## config.mk

```make
export PLATFORM = sky130hd
export DESIGN_NAME = mod_transition_ctl
export DESIGN_NICKNAME = d
export VERILOG_FILES = /design/src/rtl/mod_transition_ctl.sv
export SDC_FILE = /design/constraint.sdc
export NUM_CORES = 1
export LEC_CHECK = 0
export BUFFER_PORTS_ARGS = -buffer_cell sky130_fd_sc_hd__buf_4
export CORE_MARGIN = 4
export CORE_UTILIZATION = 43
export DETAILED_ROUTE_END_ITERATION = 8
export PLACE_DENSITY = 0.69
export SLEW_MARGIN = 10
export SYNTH_ARGS = -nofsm -noshare
export SYNTH_HDL_FRONTEND = slang
export SYNTH_SLANG_ARGS = --single-unit
```

## constraint.sdc

```tcl
create_clock -name CLK -period 4.9 [get_ports CLK]
set_input_delay 0.98 -clock CLK [delete_from_list [all_inputs] [get_ports CLK]]
set_output_delay 0.98 -clock CLK [all_outputs]
set_load 0.03 [all_outputs]
```

## src/rtl/mod_transition_ctl.sv

```systemverilog
// mod_transition_ctl
//   Chooses which waveform segment (0/1) the sampler reads. It also decides
//   when a requested segment change takes effect, and counts segment loops
//   so that a finite segment can stop.
//
// Ports
//   CLK               system clock
//   RST               synchronous active-high reset
//   UPDATE            one-cycle strobe that latches a new segment request
//   REQ_RD_SEGMENT    requested segment
//   TRANSITION_MODE   00 sync-to-loop-end, 01 system time, 02 gpio, FF immediate
//   TRANSITION_VALUE  time threshold (mode 01) or gpio bit index in [1:0] (mode 02)
//   REP0, REP1        loop count minus one per segment (REP_INFINITE = forever)
//   SYS_TIME          monotonic system time
//   GPIO_IN           external trigger inputs
//   LOOP_END          pulse from the sampler when the active segment wraps
//   SEGMENT           active read segment
//   STOP              active segment has played all of its loops
//   BUSY              a request is pending
//   SWITCHED          pulse on the cycle after a commit
//   ERR               pulse on the cycle after an UPDATE with an unsupported mode
//
// state     | meaning
// ----------+-----------------------------------------------
// IDLE      | no request pending
// WAIT_IDX  | commit on next LOOP_END (or at once if stopped)
// WAIT_TIME | commit once SYS_TIME >= latched value
// WAIT_GPIO | commit on rising edge of the selected GPIO bit
module mod_transition_ctl #(
  parameter logic [31:0] REP_INFINITE = 32'hFFFF_FFFF,
  parameter int          GPIO_W       = 4
) (
  input  logic              CLK,
  input  logic              RST,
  input  logic              UPDATE,
  input  logic              REQ_RD_SEGMENT,
  input  logic [7:0]        TRANSITION_MODE,
  input  logic [63:0]       TRANSITION_VALUE,
  input  logic [31:0]       REP0,
  input  logic [31:0]       REP1,
  input  logic [63:0]       SYS_TIME,
  input  logic [GPIO_W-1:0] GPIO_IN,
  input  logic              LOOP_END,
  output logic              SEGMENT,
  output logic              STOP,
  output logic              BUSY,
  output logic              SWITCHED,
  output logic              ERR
);

  typedef enum logic [1:0] {
    IDLE      = 2'd0,
    WAIT_IDX  = 2'd1,
    WAIT_TIME = 2'd2,
    WAIT_GPIO = 2'd3
  } state_t;

  localparam logic [7:0] MODE_SYNC_IDX  = 8'h00;
  localparam logic [7:0] MODE_SYS_TIME  = 8'h01;
  localparam logic [7:0] MODE_GPIO      = 8'h02;
  localparam logic [7:0] MODE_IMMEDIATE = 8'hFF;

  state_t            state, state_n;
  logic              segment, segment_n;
  logic              stop, stop_n;
  logic              switched_n, err_n;
  logic              seg_req, seg_req_n;
  logic [63:0]       value_l, value_n;
  logic [31:0]       cnt, cnt_n;
  logic [GPIO_W-1:0] gpio_d;
  logic [31:0]       rep_cur;
  logic              gpio_rise;
  logic              mode_ok, cond, commit;

  assign rep_cur   = segment ? REP1 : REP0;
  assign gpio_rise = GPIO_IN[value_l[1:0]] & ~gpio_d[value_l[1:0]];

  always_ff @(posedge CLK) begin
    if (RST) begin
      state    <= IDLE;
      segment  <= 1'b0;
      stop     <= 1'b0;
      SWITCHED <= 1'b0;
      ERR      <= 1'b0;
      seg_req  <= 1'b0;
      value_l  <= '0;
      cnt      <= '0;
      gpio_d   <= '0;
    end else begin
      state    <= state_n;
      segment  <= segment_n;
      stop     <= stop_n;
      SWITCHED <= switched_n;
      ERR      <= err_n;
      seg_req  <= seg_req_n;
      value_l  <= value_n;
      cnt      <= cnt_n;
      gpio_d   <= GPIO_IN;
    end
  end

  always_comb begin
    state_n    = state;
    segment_n  = segment;
    stop_n     = stop;
    switched_n = 1'b0;
    err_n      = 1'b0;
    seg_req_n  = seg_req;
    value_n    = value_l;
    cnt_n      = cnt;
    commit     = 1'b0;

    mode_ok = (TRANSITION_MODE == MODE_SYNC_IDX) || (TRANSITION_MODE == MODE_SYS_TIME) ||
              (TRANSITION_MODE == MODE_GPIO)     || (TRANSITION_MODE == MODE_IMMEDIATE);

    case (state)
      WAIT_IDX:  cond = LOOP_END | stop;
      WAIT_TIME: cond = (SYS_TIME >= value_l);
      WAIT_GPIO: cond = gpio_rise;
      default:   cond = 1'b0;
    endcase

    // Loop accounting; a commit on this same edge overrides it below.
    if (LOOP_END && !stop) begin
      if ((rep_cur != REP_INFINITE) && (cnt >= rep_cur)) begin
        stop_n = 1'b1;
      end else if (cnt != '1) begin
        cnt_n = cnt + 32'd1;
      end
    end

    if (UPDATE && !mode_ok) begin
      err_n = 1'b1;
    end

    // A valid UPDATE replaces whatever is pending, even if that request's
    // condition is met on this edge.
    if (UPDATE && mode_ok) begin
      seg_req_n = REQ_RD_SEGMENT;
      value_n   = TRANSITION_VALUE;
      case (TRANSITION_MODE)
        MODE_SYNC_IDX: state_n = WAIT_IDX;
        MODE_SYS_TIME: state_n = WAIT_TIME;
        MODE_GPIO:     state_n = WAIT_GPIO;
        default: begin
          state_n   = IDLE;
          segment_n = REQ_RD_SEGMENT;
          commit    = 1'b1;
        end
      endcase
    end else if (cond) begin
      state_n   = IDLE;
      segment_n = seg_req;
      commit    = 1'b1;
    end

    if (commit) begin
      switched_n = 1'b1;
      stop_n     = 1'b0;
      cnt_n      = '0;
    end
  end

  assign SEGMENT = segment;
  assign STOP    = stop;
  assign BUSY    = (state != IDLE);

endmodule

```

==> impl_metrics.yaml <==
outcome:
  status: "finished, final reports clean"
logic_synthesis:
  synth_edf_count: 0
  synth_seq_area_share_pct: 30.6
  synth-simple-area-share_pct: 23.0
  synth_adder_area_share_pct: 17.3
  yosysWarnings: 0
  synthesis.nets: 1202
  synth_top_area_cell: "dfxtp_1"
  postSynthAreaPerCell_um2: 7.82
  synth-seq-cells: 107
  syn_area_um2: 7000
  syn_inst: 896
  synth_xor_area_share_pct: 3.38
  synth-async-reset-ratio_pct: 0
  synth_compound_area_share_pct: 16.1
  muxShareOfSynthArea_pct: 3.88
  synth_cell_types: 47
  synth_ff_type: "dfxtp_1"
  synth_area_leaders: "dfxtp_1 31%, ha_1 17%, nand2_1 8.7%"
  netlist.area_leader.share_pct: 30.6
  synth_top_family_by_area: "simple AND/OR/NAND/NOR gates"
hold_path:
  worstHoldPathCells: 2
  hp-class: "reg2reg"
cts:
  cts_sinks: 107
  cts_tree: "yes"
  cts_root_buf: "clkbuf_16"
  clock_path_buffers: 2
  htreeDepth: 3
  insertion_delay_ns: 0.35
  cts_hold_buf: 0
  path_clk_slew_ns: 0.07
  cts_buffers: 9
  post_cts_buffers: 0
  cts_resized: 0
power:
  ir_drop_mv: 0.148
  powerDensity_nw_per_um2: 204
  power_leakage_nw: 3.61
  fin_total_pwr_mw: 1.85
timing:
  tns_ns: 0
  fmax_mhz: 251
  hold_viol_final: 0
  setup_ws_ns: 0.920
  setup_viol: 0
  fin_crit_sh_pct: 81.2
  period_needed_ns: 3.98
  grt_setup_unrepaired: "no"
  skew_ns: 0.00891
  maxSlewViolCount: 0
  tightest_slew_ns: 0.840
  slew_headroom_pct: 43.6
detailed_routing:
  first_iter_violations: 383
  first_pass_iters: 4
  drc: 0
  viasPerCell: 5.14
  postRouteAntennaNets: 0
  wl_met3_mm: 1.27
  post_drt_wl_per_cell_um: 14.6
  wl_met2_mm: 8.84
  via_count: 6742
  highest_layer: "met4"
  wl_met1_mm: 8.65
  wirelength_mm: 19.1
placement:
  io_buffers: 213
  dp.cells: 1295
  dp.final_hpwl_mm: 15.2
  gp_congestion: 0.814
  preCtsSetupSlack_ns: 0.869
die:
  die_area_um2: 18400
  num_rows: 46
  die_h_um: 136
  dieWidth_um: 136
  core_um2: 15900
  initial_core_util_pct: 43.9
  ios: 214
finish:
  antenna_cells: 0
  final_cell_count_no_fill: 1311
  nFillCells: 1525
  nets: 1396
  area_growth_pct: 29.5
  layout-drive-gt1-share_pct: 22.4
job:
  maxCapViolCount: 0
setup_path:
  startpoint_type: "flop"
  required_ns: 5.17
  r2r_cells: 12
  criticalPathCategory: "reg2reg"
  arrival_ns: 4.25
  critPathMaxFanout: 30
  cp-end-kind: "flop"
global_route:
  grt-ovfl-total: 0
  grt_pass1_wl_mm: 30.5
  antenna_found_initial: 0
  grt_max_degree: 76
  grt_use_total_pct: 20.5
  grt_pass1_vias: 6434
==> Yosys cell counts (20+ instances only) <==
library cell	count
a21o_1	32
o21ai_0	23
ha_1	97
nand3_1	20
a21oi_1	98
clkbuf_1	29
inv_1	71
dfxtp_1	107
mux2i_1	26
nor3_1	27
nor2_1	50
nand2_1	163
xnor2_1	27
nand4_1	30
==> final timing paths <==
check,startpoint,to,slack (ns)
worst max-delay path,SEGMENT$_SDFFE_PP0P_,cnt[12]$_SDFFE_PP0P_,0.92
worst min-delay path,value_l[51]$_SDFFE_PP0P_,value_l[51]$_SDFFE_PP0P_,0.45
worst max register to register,SEGMENT$_SDFFE_PP0P_,cnt[12]$_SDFFE_PP0P_,0.92
worst min register to register,value_l[51]$_SDFFE_PP0P_,value_l[51]$_SDFFE_PP0P_,0.45
==> state kept, by name, indices dropped and copies added (netlist names) <==
register  cells
state         2
SEGMENT       1
ERR           1
cnt          32
seg_req       1
value_l      64
SWITCHED      1
STOP          1
gpio_d        4
==> layer usage <==
| layer | track usage (%) | vias up |
|---|---|---|
| li1 | - | 3511 |
| met1 | 27.0 | 3014 |
| met2 | 34.1 | 187 |
| met3 | 4.12 | 30 |
| met4 | 5.77 | 0 |
| met5 | 0 | - |
==> logic make-up (layout without fill, tap and decap cells) <==
group	after synthesis	count (layout)
and+or+nand+nor	347	347
xor gates and xnor gates	27	27
AOI/OAI and AO/OA	184	184
muxes	27	27
DFF	107	107
adders and majority gates	97	97
buffers and inverters	107	306
==> where the power goes <==
group	internal [mW]	leakage, nW	switching, mW
logic	0.166	2.62	0.118
registers	0.875	0.864	0.00431
clock network	0.359	0.133	0.325
total	1.40	3.61	0.447
==> cell usage in the layout, fill, tap and decap left out, drive strengths merged, types with 4 or more instances in the layout <==
cell type and n:
nand4 30, or3 6, nor3b 4, inv 71, buf 219, a221oi 4
nand2 163, nand3 20, dfxtp 107, and3 8, clkbuf 12, ha 97
a21oi 98, nor2 50, o211ai 5, nand3b 4, a21o 32, nor3 27
or4 5, or2 4, nor2b 11, xnor2 27, mux2i 26, o21ai 24
nor4 7
==> cell type report <==
cell class | count | area [µm²] | area share, %
Inverter | 71 | 267 | 2.94
Tap cell | 216 | 270 | 2.98
Clock buffer | 12 | 246 | 2.72
Timing Repair Buffer | 219 | 1640 | 18.1
Sequential cell | 107 | 2140 | 23.6
Multi-Input combinational cell | 682 | 4470 | 49.3
Clock inverter | 4 | 26.3 | 0.290
==> per-stage QoR <==
stage / hold WS (ns) / utilization [%] / instance area (µm²)
floorplan: 0.435 / - / 7000
global placement: 0.442 / 55.2 / 8800
detailed placement: 0.447 / 55.2 / 8800
CTS: 0.457 / 56.9 / 9070
global route: 0.470 / 56.9 / 9070
finish: 0.454 / 56.9 / 9070
==> worst max-delay path: stages, from the launching register on <==
cell and delay [ns]:
dfxtp_2 0.76, buf_4 0.39, nor2b_1 0.10, a21oi_1 0.18, ha_1 0.28, a21o_1 0.16, a21o_1 0.17, a221o_1 0.38
a2111oi_4 0.39, o21ai_2 0.10, or2_1 0.37, or4_1 0.44, a21oi_1 0.16
(Power assumes the default switching activity.)
